### src/rtl/mem_bus_arbiter.sv
// Round-robin arbiter that serialises single-word transactions from two
// requesters onto one shared memory port; every output is registered.
module mem_bus_arbiter #(
  parameter int AW          = 32,
  parameter int DW          = 32,
  parameter int MEM_LATENCY = 1
) (
  input  logic          clock,
  input  logic          reset,
  input  logic          m0_req,
  input  logic          m0_rw,
  input  logic [AW-1:0] m0_addr,
  input  logic [DW-1:0] m0_wdata,
  output logic [DW-1:0] m0_rdata,
  output logic          m0_ack,
  input  logic          m1_req,
  input  logic          m1_rw,
  input  logic [AW-1:0] m1_addr,
  input  logic [DW-1:0] m1_wdata,
  output logic [DW-1:0] m1_rdata,
  output logic          m1_ack,
  output logic          mem_en,
  output logic          mem_rw,
  output logic [AW-1:0] mem_address,
  output logic [DW-1:0] mem_datao,
  input  logic [DW-1:0] mem_data,
  output logic          busy
);

  typedef enum logic [1:0] {IDLE, ACCESS, WAIT, DONE} state_t;

  localparam logic [3:0] CNT_INIT = 4'(MEM_LATENCY - 1);

  state_t     state;
  logic       gnt;
  logic       last_grant;
  logic [3:0] cnt;
  logic       pick_valid;
  logic       pick;

  // Contention goes to the port that did not win last time.
  always_comb begin
    pick_valid = m0_req | m1_req;
    if (m0_req && m1_req) pick = ~last_grant;
    else                  pick = m1_req;
  end

  // mem_address/mem_rw/mem_datao double as the latched transaction fields.
  always_ff @(posedge clock) begin
    if (reset) begin
      state       <= IDLE;
      gnt         <= 1'b0;
      last_grant  <= 1'b1;
      cnt         <= 4'd0;
      m0_rdata    <= '0;
      m1_rdata    <= '0;
      m0_ack      <= 1'b0;
      m1_ack      <= 1'b0;
      mem_en      <= 1'b0;
      mem_rw      <= 1'b0;
      mem_address <= '0;
      mem_datao   <= '0;
      busy        <= 1'b0;
    end else begin
      case (state)
        IDLE: begin
          if (pick_valid) begin
            gnt         <= pick;
            state       <= ACCESS;
            mem_en      <= 1'b1;
            busy        <= 1'b1;
            mem_rw      <= pick ? m1_rw    : m0_rw;
            mem_address <= pick ? m1_addr  : m0_addr;
            mem_datao   <= pick ? m1_wdata : m0_wdata;
          end
        end
        ACCESS: begin
          mem_en <= 1'b0;
          if (mem_rw) begin
            state  <= DONE;
            m0_ack <= ~gnt;
            m1_ack <= gnt;
          end else begin
            cnt   <= CNT_INIT;
            state <= WAIT;
          end
        end
        WAIT: begin
          if (cnt != 4'd0) begin
            cnt <= cnt - 4'd1;
          end else begin
            if (gnt) m1_rdata <= mem_data;
            else     m0_rdata <= mem_data;
            m0_ack <= ~gnt;
            m1_ack <= gnt;
            state  <= DONE;
          end
        end
        DONE: begin
          m0_ack     <= 1'b0;
          m1_ack     <= 1'b0;
          last_grant <= gnt;
          busy       <= 1'b0;
          mem_rw     <= 1'b0;
          state      <= IDLE;
        end
        default: state <= IDLE;
      endcase
    end
  end

endmodule

### config.mk
export PLATFORM = sky130hd
export DESIGN_NAME = mem_bus_arbiter
export DESIGN_NICKNAME = d
export VERILOG_FILES = /design/src/rtl/mem_bus_arbiter.sv
export SDC_FILE = /design/constraint.sdc
export NUM_CORES = 1
export LEC_CHECK = 0
export ABC_AREA = 0
export BUFFER_PORTS_ARGS = -buffer_cell sky130_fd_sc_hd__buf_4
export CAP_MARGIN = 10
export CELL_PAD_IN_SITES_DETAIL_PLACEMENT = 1
export CELL_PAD_IN_SITES_GLOBAL_PLACEMENT = 1
export CORE_ASPECT_RATIO = 2
export CORE_MARGIN = 4
export CORE_UTILIZATION = 29
export DETAILED_ROUTE_END_ITERATION = 16
export PLACE_DENSITY_LB_ADDON = 0.1
export SYNTH_ARGS = -nofsm -noshare
export SYNTH_HDL_FRONTEND = slang
export SYNTH_SLANG_ARGS = --single-unit
### constraint.sdc
create_clock -name clock -period 1.52 [get_ports clock]
set_input_delay 0.304 -clock clock [delete_from_list [all_inputs] [get_ports clock]]
set_output_delay 0.304 -clock clock [all_outputs]
set_load 0.005 [all_outputs]
; ---- Word level (Yosys, flattened, before mapping)
; Index checks and enable logic that the tools add are counted.
[totals]
register_bits = 141
in_bits = 166
out_inout_bits = 133
wordCells = 63
[classes]
add_sub_neg = 1
n_eq_ne = 8
mux = 22
n_bitwise = 4
reduce_logical = 15
[op_table]
columns = op, count
row1 = $mux W32, 2
row2 = $reduce_and A3 Y1, 4
row3 = $ne A2 B2 Y1 const B, 5
row4 = $mux W1, 9
row5 = $mux W4, 2
row6 = $pmux W2 S4, 1
row7 = $pmux W4 S2, 1
row8 = $reduce_and A2 Y1, 4
row9 = $pmux W1 S2, 3
row10 = $pmux W1 S3, 2
row11 = $reduce_bool A2 Y1, 3
row12 = $eq A2 B2 Y1 const B, 2
row13 = $mux W2, 2
row14 = $reduce_bool A4 Y1, 1
row15 = $sub A4 B1 Y4 const B, 1
row16 = $not A1 Y1, 3
row17 = $reduce_bool A3 Y1, 1
row18 = $eq A2 B1 Y1 const B, 1
row19 = $logic_not A2 Y1, 1
row20 = $logic_and A1 B1 Y1, 1
row21 = $or A1 B1 Y1, 1

; ---- Longest topological paths before layout
[logic_depth]
word_depth = 5
ltp_mapped = 9
mapped_depth_nobuf = 6

; ---- Worst setup path before layout
; Ideal clock, no wire load.
[synth_path]
path_kind = register to register
start = reg state[0]
end = reg m0_rdata[0]
setup_ns = 0.070
arrival_ns = 1.606
required_time_ns = 1.450
slack_ns = -0.156
stages_incl_launch_ff = 9
n_path_buf = 2
period_less_slack_ns = 1.676
cell_sequence = dfxtp_1 > inv_1 > ha_1 > buf_2 > and4bb_1 > nand2b_1 > clkbuf_1 > nand2_1 > a21oi_1
[synth_via]
elab_chain_len = 2
[synth_lines]
columns = element, line_no
row1 = from (decl), 34  ; state_t state;
row2 = from (signal assigned), 51  ; state <= IDLE;
row3 = from (signal assigned), 69  ; state <= ACCESS;
row4 = from (signal assigned), 80  ; state <= DONE;
row5 = $eq A2 B2 Y1, 65  ; case (state)
row6 = $reduce_and A3 Y1 (no line), -
row7 = to (signal assigned), 93  ; else m0_rdata <= mem_data;
row8 = to (decl), 14  ; output logic [DW-1:0] m0_rdata,
; Every way passes these cells.
; A chain may end at the register's enable or synchronous reset.

; ---- Worst setup path in the final report
[layout_path]
start = reg cnt[1]
end = reg state[0]
[layout_via]
elab_chain_len = 3
[layout_lines]
columns = element, line_no
row1 = from (decl), 37  ; logic [3:0] cnt;
row2 = from (signal assigned), 90  ; cnt <= cnt - 4'd1;
row3 = $reduce_bool A4 Y1, 89  ; if (cnt != 4'd0) begin
row4 = $ne A2 B2 Y1 (no line), -
row5 = $reduce_and A2 Y1 (no line), -
row6 = to (signal assigned), 85  ; state <= WAIT;
row7 = to (signal assigned), 96  ; state <= DONE;
row8 = to (signal assigned), 105  ; state <= IDLE;
; Every way passes these cells.

==> out/results.tsv <==
stage	metric	value	unit
yosys	synth warn	0	
drt	First-pass DRT Iterations	4	
die	Starting Density	0.295	
drt	DRC Markers	0	
timing	post-route setup TNS	-1450	ps
timing	Final Setup Violations	35	
critical_path	Crit Path Category	reg2reg	
timing	Slew Viols, Final	0	
critical_path	largest stage delay on the critical path	400	ps
cts	CTS max path bufs	2	
power	power per cell area	1730	nW/µm²
power	Pleak	0.00434	µW
timing	fin crit share	1.09	
yosys	Area contributors post-synth	dfxtp_1 49%, mux2i_1 11%, nand2_1 8.6%, a211oi_1 8.5%, a21oi_1 6.4%	
critical_path	Setup crit start kind	flip-flop	
yosys	syn_nets	824	
yosys	Post-Synthesis Cell Area	5750	µm²
cts	CTS sink cnt	141	
critical_path	WP data required	1850	ps
placed_design	pre-CTS setup slack	-147	ps
die	die width	108	µm
critical_path	Critical Path AT	1990	ps
yosys	top_reg_cell synth	dfxtp_1	
drt	Routed Antenna Nets	0	
cts	clock slew at reported path FFs	60	ps
drt	Starting DRT DRC Count	139	
die	IO Count	299	
yosys	area leader, netlist	dfxtp_1	
timing	final hold vios	0	
cts	H-tree levels	4	
global_routing	first-pass GRT wire length	34600	µm
power	Power Internal	11400	µW
timing	worst-case hold slack	144	ps
die	Die Y	207	µm
finish	final instance area	9860	µm²
yosys	synth cell count leaders	141 x dfxtp_1, 132 x nand2_1, 73 x a21oi_1, 73 x nor2_1, 66 x mux2i_1	
yosys	Post-synth ARST share	0	
cts	CTS tree	done	
yosys	Synth cell types	36	
drt	Vias/cell	4.89	
timing	relative slew slack	0.760	
finish	share of post-route cells with drive strength above 1	0.486	
yosys	Avg Cell Area, Syn	8.82	µm²
yosys	Post-synth EDFFs	0	
power	VDD IR max	647	µV
timing	f_max	602	MHz
die	Die ar.	22300	µm²
cts	total CTS buffers	17	
die	# rows	72	
drt	vias post-DR	6088	
global_routing	antenna violations before repair	0	
finish	Syn-to-layout area delta	71.6	%
run_status	status	complete, but fails checks	
flow_run	MaxCap Viol Count	0	
power	sequential share of power	0.307	
timing	Final WS setup	-142	ps
timing	RSZ-0062 raised after global routing	yes	
placed_design	placed cell area	8580	µm²
critical_path	CP max-delay cell	or3b_4	
placed_design	PortBufs	298	
cts	CTS Root Cell	clkbuf_16	
cts	later-pin clock latency in the skew report	420	ps
run_status	failing checks	setup timing	
global_routing	largest net degree at the start of global routing	51	
drt	DRT Wirelength	23700	µm
finish	Ant. Diodes	0	
power	Psw	5710	µW
yosys	Yosys reg bits	141	
placed_design	gpl congestion	0.816	
yosys	post-synth top area share	0.491	
critical_path	CP Cell Sequence	inv_2 > ha_4 > or3b_4 > a21o_1 > or3_4 > o31ai_2	
timing	crit path time final	1660	ps
placed_design	Final HPWL DP	17500	µm
yosys	Seq/Total Area, Yosys	0.491	
global_routing	Congestion Overflow GR	0	
drt	routed wire length per instance	19.0	µm
power	Clk network pwr share	0.269	
power	Total Power	17100	µW
power	Sw Share	0.334	
global_routing	Tot GR Track Use	0.198	
hold_path	Worst Hold Class	in2reg	
finish	Fillers	2280	
power	power share of the combinational group	0.424	
critical_path	Crit Path Max Fanout	4	
yosys	most common cell in the netlist	dfxtp_1	
yosys	post-synthesis cell count	652	
timing	Final Skew	8.25	ps
global_routing	vias in the first global route	6741	
timing	Worst-Margin Slew	359	ps
die	Core Footprint	19500	µm²
finish	Layout Nets	1147	
critical_path	crit path capture type	flip-flop	
-- kinds of logic after synthesis --
family | synth area share
simple gates | 0.156
buf+inv | 0.0535
flops | 0.491
fa+ha+maj | 0.0131
compound gates | 0.171
mux | 0.115
-- path summary, 6_finish.rpt --
check | start | end | slack (ps) | cells past startpoint
worst max-delay path | cnt[1] | state[0] | -140 | 6
worst min-delay path | mem_data[28] | m0_rdata[28] | 140 | 3
worst max register to register | cnt[1] | state[0] | -140 | 6
worst min register to register | m1_rdata[19] | m1_rdata[19] | 460 | 2
-- power groups by stage --
stage                     Combinational [µW]  Sequential (µW)  Clock [µW]
final                                   7240             5250        4600
after global routing                    7880             5360        4880
after CTS                               6200             5240        4730
after detailed placement                6010             5300           0
after global placement                  5780             5250           0
after floorplan                         2850             5320           0
-- cells in the final DEF, fill, tap and decap left out, drive strengths merged, types with 2 or more instances in the layout --
cell,count
ha,6
clkinv,4
nand2,132
o21ai,4
mux2i,66
o31ai,3
a21oi,73
nor2b,5
clkbuf,25
inv,7
nor3b,2
buf,352
dfxtp,141
nor2,73
bufinv,5
a211oi,65
nand2b,3
-- sequential cells by signal, indices dropped and copies added, names as in the netlist, 2 cells and up --
signal	cells
m0_rdata	32
mem_datao	32
state	2
cnt	4
mem_address	32
m1_rdata	32
-- per-layer routing --
metal	share of wire	track usage	wire, µm
met4	0.048	0.118	1150
met1	0.32	0.186	7690
met2	0.56	0.363	13200
met3	0.072	0.0626	1700
met5	0	0	0
-- worst max-delay path, delay by kind of cell, from the launching register on --
family                     cells  cell delay [ps]
DFF                            1              320
and+or+nand+nor                2              750
AOI/OAI and AO/OA              2              270
adders and majority gates      1              160
buffers and inverters          1               80
-- per-stage QoR --
step,util,std cells
after floorplan,-,652
final,0.507,1245
after global routing,0.507,1245
after detailed placement,0.441,1198
after global placement,0.441,1198
after CTS,0.477,1232
-- timing repair --
action	CTS	global route
hold buffers	0	0
buffers inserted	3	8
pin swaps	3	27
resized for setup	2	104
setup endpoints to repair	70	116
cloned	1	6
-- final cells by class --
| cell class | instances | area (µm²) | share of cell area |
|---|---|---|---|
| multi-input cells | 450 | 3050 | 0.310 |
| repair buffers | 358 | 2980 | 0.302 |
| flip-flops and latches | 141 | 2830 | 0.287 |
| clock buffers | 20 | 457 | 0.0463 |
| well taps | 259 | 324 | 0.0329 |
| clock inverters | 10 | 189 | 0.0192 |
| inverters | 7 | 28.8 | 0.00292 |
Note: power is estimated with default switching activity, not from simulation.
